<file path="config.mk">
export PLATFORM = sky130hd
export DESIGN_NAME = dpram_arbiter
export DESIGN_NICKNAME = d
export VERILOG_FILES = /design/src/rtl/dpram_arbiter.sv
export SDC_FILE = /design/constraint.sdc
export NUM_CORES = 1
export LEC_CHECK = 0
export CORE_UTILIZATION = 26
export DETAILED_ROUTE_END_ITERATION = 12
export PLACE_DENSITY_LB_ADDON = 0.25
export SLEW_MARGIN = 0
export SYNTH_ARGS = -nofsm -noshare
export SYNTH_HDL_FRONTEND = slang
export SYNTH_SLANG_ARGS = --single-unit
</file>
<file path="constraint.sdc">
create_clock -name clk -period 1.77 [get_ports clk]
set_input_delay 0.4425 -clock clk [delete_from_list [all_inputs] [get_ports clk]]
set_output_delay 0.4425 -clock clk [all_outputs]
set_load 0.02 [all_outputs]
</file>
<file path="src/rtl/dpram_arbiter.sv">
// Two-requester round-robin arbiter for the dualport_rw RAM.
// Write and read ports are arbitrated independently; read data is routed back by tag.
module dpram_arbiter #(
  parameter int ADDR_WIDTH = 2,
  parameter int DATA_WIDTH = 4
) (
  input  logic                  clk,
  input  logic                  rst,
  input  logic                  req0_valid,
  input  logic                  req0_we,
  input  logic [ADDR_WIDTH-1:0] req0_addr,
  input  logic [DATA_WIDTH-1:0] req0_wdata,
  output logic                  req0_ready,
  output logic                  rsp0_valid,
  output logic [DATA_WIDTH-1:0] rsp0_rdata,
  input  logic                  req1_valid,
  input  logic                  req1_we,
  input  logic [ADDR_WIDTH-1:0] req1_addr,
  input  logic [DATA_WIDTH-1:0] req1_wdata,
  output logic                  req1_ready,
  output logic                  rsp1_valid,
  output logic [DATA_WIDTH-1:0] rsp1_rdata,
  output logic                  ram_write_en,
  output logic [ADDR_WIDTH-1:0] ram_write_address,
  output logic [DATA_WIDTH-1:0] ram_data_in,
  output logic                  ram_read_en,
  output logic [ADDR_WIDTH-1:0] ram_read_address,
  input  logic [DATA_WIDTH-1:0] ram_data_out
);

  logic wr_ptr;
  logic rd_ptr;
  logic rsp_pend;
  logic rsp_id;

  logic wc0, wc1, rc0, rc1;
  logic wg0, wg1, rg0, rg1;

  assign wc0 = req0_valid & req0_we;
  assign wc1 = req1_valid & req1_we;
  assign rc0 = req0_valid & ~req0_we;
  assign rc1 = req1_valid & ~req1_we;

  // Grants are forced low while reset is held so nothing reaches the RAM.
  assign wg0 = ~rst & wc0 & (~wc1 | ~wr_ptr);
  assign wg1 = ~rst & wc1 & (~wc0 | wr_ptr);
  assign rg0 = ~rst & rc0 & (~rc1 | ~rd_ptr);
  assign rg1 = ~rst & rc1 & (~rc0 | rd_ptr);

  assign req0_ready = wg0 | rg0;
  assign req1_ready = wg1 | rg1;

  assign ram_write_en = wg0 | wg1;
  assign ram_read_en  = rg0 | rg1;

  always_comb begin
    ram_write_address = '0;
    ram_data_in       = '0;
    unique case (1'b1)
      wg0: begin
        ram_write_address = req0_addr;
        ram_data_in       = req0_wdata;
      end
      wg1: begin
        ram_write_address = req1_addr;
        ram_data_in       = req1_wdata;
      end
      default: ;
    endcase
  end

  always_comb begin
    ram_read_address = '0;
    unique case (1'b1)
      rg0:     ram_read_address = req0_addr;
      rg1:     ram_read_address = req1_addr;
      default: ;
    endcase
  end

  always_ff @(posedge clk or posedge rst) begin
    if (rst) begin
      wr_ptr   <= 1'b0;
      rd_ptr   <= 1'b0;
      rsp_pend <= 1'b0;
      rsp_id   <= 1'b0;
    end else begin
      if (wg0 | wg1)
        wr_ptr <= wg0;
      if (rg0 | rg1) begin
        rd_ptr <= rg0;
        rsp_id <= rg1;
      end
      rsp_pend <= rg0 | rg1;
    end
  end

  assign rsp0_valid = rsp_pend & ~rsp_id;
  assign rsp1_valid = rsp_pend & rsp_id;
  assign rsp0_rdata = rsp0_valid ? ram_data_out : '0;
  assign rsp1_rdata = rsp1_valid ? ram_data_out : '0;

endmodule

</file>
### Word level (Yosys, flattened, before mapping)

Index checks and enable logic that the tools add are counted.

| word-level totals | value |
|---|---|
| input bits | 22 |
| output and inout port bits | 22 |
| register bits after elaboration | 4 |

| cells by class | value |
|---|---|
| bitwise gates (word level) | 32 |
| multiplexer cells | 5 |

Operators with widths:

| kind | number |
|---|---|
| $and A1 B1 Y1 | 14 |
| $not A1 Y1 | 10 |
| $mux W4 | 2 |
| $or A1 B1 Y1 | 8 |
| $pmux W2 S2 | 2 |
| $pmux W4 S2 | 1 |

### Logic depth before layout (Yosys ltp)

| logic depth | value |
|---|---|
| word-level depth | 6 |
| depth in mapped cells | 4 |

### Least setup slack after synthesis

No wires, ideal clock.

| timing | value |
|---|---|
| path type | input port to output port |
| start point | input port req0_we |
| end point | output port req0_ready |
| required time | 1.327 ns |
| data arrival time | 1.163 ns |
| slack | 0.164 ns |
| stages on the path | 3 |
| path through | nand2b_1 -> a311oi_2 -> or2_1 |

| on the way | value |
|---|---|
| cells in the longest elaborated chain, start to end | 5 |

RTL lines:

| item | RTL line | RTL |
|---|---|---|
| start: declaration | 10 | `input logic req0_we,` |
| $not A1 Y1 | 41 | `assign rc0 = req0_valid & ~req0_we;` |
| $and A1 B1 Y1 | 41 |  |
| $and A1 B1 Y1 (2 in series) | 47 | `assign rg0 = ~rst & rc0 & (~rc1 \| ~rd_ptr);` |
| $or A1 B1 Y1 (*) | 50 | `assign req0_ready = wg0 \| rg0;` |
| end: declaration | 13 | `output logic req0_ready,` |

Every way passes the cells marked *; elsewhere a longest branch is shown, timed or not.

### Final worst setup path

| timing | value |
|---|---|
| start point | register wr_ptr |
| end point | output port ram_data_in[1] |

| on the way | value |
|---|---|
| cells in the longest elaborated chain, start to end | 4 |

RTL lines:

| item | RTL line | RTL |
|---|---|---|
| start: declaration | 31 | `logic wr_ptr;` |
| start signal: assignment | 89 | `wr_ptr <= wg0;` |
| $not A1 Y1 | 45 | `assign wg0 = ~rst & wc0 & (~wc1 \| ~wr_ptr);` |
| $or A1 B1 Y1 | 45 |  |
| $and A1 B1 Y1 | 45 |  |
| $pmux W4 S2 (*) | 59 | `unique case (1'b1)` |
| end: declaration | 25 | `output logic [DATA_WIDTH-1:0] ram_data_in,` |

Marked as above.

==> key figures <==
Setup path
  – CP arrival: 1370 ps
  – Startpoint Class: flop
  – Crit-path slowest cell: dfrtp_1
  – Crit end category: output pin
  – Worst Setup Path Type: flop to output pin
  – Largest stage delay on the critical path: 400 ps
  – Crit Path Max Fanout: 6
  – CP required: 1330 ps
  – Worst-path cell chain: o211a_4 > buf_6 > a22o_1 > buf_6
  – CP most frequent cell: buf_6

Logic synthesis
  – Synth cell types: 21
  – Area contributors post-synth: dfrtp_1 25%, a22o_1 13%, and2_1 8.0%
  – Synth area leader: dfrtp_1
  – FFs w/ async S/R, synth: 1.00
  – Xor-xnor portion of the synthesized cell area: 0
  – Multiplexer area fraction after synthesis: 0
  – Largest family of logic cells by synthesized area: simple AND/OR/NAND/NOR gates
  – Sequential-to-total area share from yosys stat: 0.255
  – Syn. warnings: 0
  – Area share of the largest cell type after synthesis: 0.255
  – Primary FF master, synth: dfrtp_1
  – Post-Synth Simple-Gate Area: 0.363
  – Avg Cell Area, Syn: 8.36 sq um
  – Number of synthesized flops with an enable pin: 0
  – Synthesized area: 393 sq um
  – Number of synthesized register bits: 4
  – Post-Synth Adder-Cell Area: 0
  – Compound-Gate Fraction of Synth Area: 0.325
  – Syn Nets: 69
  – Cell count after synthesis: 47

Global route
  – Vias in the first global route: 556
  – Remaining Overflow, GRT: 0
  – Wire length of the first global-routing pass: 2310 microns
  – Antenna violations before repair: 0
  – GRT Total Usage: 0.211
  – Largest net degree at the start of global routing: 7

Floorplan
  – Die area: 0.00167 sq mm
  – Core area: 0.00135 sq mm
  – Initial Utilization: 0.291
  – Die width: 40.9 microns
  – Chip Height: 40.9 microns
  – Site row count: 13
  – Io pins: 44

Pwr
  – Net Sw Power: 0.153 mW
  – Static leakage: 0.507 nW
  – Combinational fraction of design power: 0.506
  – Peak supply drop: 0.000428 V
  – Cell Int Power: 0.315 mW
  – Clk pwr share: 0.230
  – Power Dens Cells: 476 mW/mm^2
  – Total Power: 0.468 mW
  – Sequential power share: 0.265
  – Sw frac: 0.327

STA
  – Final Hold Vio Count: 0
  – Slew margin rel.: 0.802
  – Post-route minimum period: 1820 ps
  – Clock skew: 0.359 ps
  – Setup tns final: -218 ps
  – Unrepaired setup endpoints after global routing: true
  – Worst-Margin Slew: 298 ps
  – Peak Freq: 0.551 GHz
  – Slew Viols, Final: 0
  – Setup violators final: 6
  – Final setup margin: -46.0 ps
  – Fin crit share: 1.03

Clock network
  – Worst-path clk slew: 30 ps
  – Inserted Clock Buffers: 3
  – Clk root buf: clkbuf_4
  – H-tree levels: 1
  – Clk_lat worst skew: 230 ps
  – TritonCTS clock tree: built
  – # clock sinks: 4
  – Clock tree buffer depth: 2

Hold path
  – HP Class: input pin to async pin

Route
  – Routed WL: 1630 microns
  – Drt first pass iters: 4
  – Drt drc: 0
  – Vias after detailed routing: 586
  – Routed length per placed instance: 13.5 microns
  – Post-route ant nets: 0
  – Vias per Instance: 4.84
  – Starting DRC count in detailed routing: 6

Flow run
  – Max Cap Viol: 0

Final layout
  – Commonest non-fill, non-tap cell in the layout: clkdlybuf4s50_1
  – Area growth, synth to finish: 150%
  – # nets final: 130
  – Share of cells above drive strength 1: 0.509
  – N_diodes: 0
  – Most frequent cells in the layout: 16 x clkdlybuf4s50_1, 14 x buf_6, 11 x buf_4, 8 x buf_2, 6 x a22o_1

Placed design
  – Port Buffers: 43
  – DP HPWL: 1210 microns
  – Routability congestion estimate: 0.771

Status
  – Status: finished, violations left
  – Failing checks: setup timing
==> layer usage <==
layer  GRT usage  up-vias  share of wire
met3      0.0380        0          0.031
met2       0.324       15           0.51
met1       0.282      279           0.46
met4       0.100        0              0
li1            -      292              -
met5           0        -              0
==> per-stage QoR <==
step | utilization | area [sq um] | setup slack [ps] | hold slack [ps] | cells
4_1_cts | 0.738 | 996 | -49.3 | 252 | 120
3_3_place_gp | 0.665 | 898 | -941 | 513 | 113
3_5_place_dp | 0.665 | 898 | -955 | 524 | 113
5_1_grt | 0.728 | 982 | -81.6 | 360 | 121
2_1_floorplan | - | 393 | 164 | 209 | 47
6_report | 0.728 | 982 | -46.0 | 351 | 121
==> synthesized netlist by cell type, types with 2 or more instances <==
| library cell | count |
|---|---|
| inv_1 | 3 |
| or2_1 | 2 |
| a21oi_1 | 3 |
| nor2_1 | 2 |
| and3_1 | 4 |
| and2_1 | 5 |
| nand2_1 | 3 |
| a22o_2 | 2 |
| nor2b_1 | 3 |
| dfrtp_1 | 4 |
| a22o_1 | 6 |
==> worst max-delay path, delay by kind of cell (launching register included) <==
kind	cells	cell delay [ps]
buffers and inverters	2	250
AO/OA/AOI/OAI	2	490
flip-flops	1	400
==> final timing paths <==
check	startpoint	end	slack, ps	depth (start not counted)
setup / recovery	wr_ptr	ram_data_in[1]	-50	4
hold / removal	rst	wr_ptr	350	4
setup reg to reg	rd_ptr	rsp_id	790	2
hold reg to reg	rd_ptr	rd_ptr	550	1
max in group asynchronous	rst	rsp_pend	1270	4
min in group clk	rd_ptr	rd_ptr	550	1
==> state kept, by name (all words and copies together), names as in the netlist <==
register  count
rd_ptr        1
wr_ptr        1
rsp_pend      1
rsp_id        1
==> cell type report <==
type	instances	area (sq um)
timing repair buffer	56	499
sequential	4	100
multi-input combinational	40	330
clock buffer	3	22.5
inverter	3	11.3
fill	106	368
tap	15	18.8
==> power groups by stage <==
stage	logic (mW)	registers (mW)	clock network, mW
final	0.236	0.124	0.107
after global routing	0.253	0.125	0.116
after CTS	0.234	0.123	0.114
after detailed placement	0.222	0.121	0
after global placement	0.220	0.120	0
after floorplan	0.0882	0.121	0
==> cells by family (layout without fill, tap and decap cells) <==
family,Yosys count,count (layout)
AO/OA/AOI/OAI,15,15
buffers and inverters,4,62
flip-flops,4,4
AND/OR/NAND/NOR,24,25
==> timing repair <==
action / in CTS / in global routing
buffers inserted: 3 / 1
endpoints found under the setup margin: 22 / 17
hold buffers: 0 / 0
gates resized for setup: 125 / 13
cloned: 1 / 0
pin swaps: 10 / 3
Note: power is estimated with default switching activity, not from simulation.
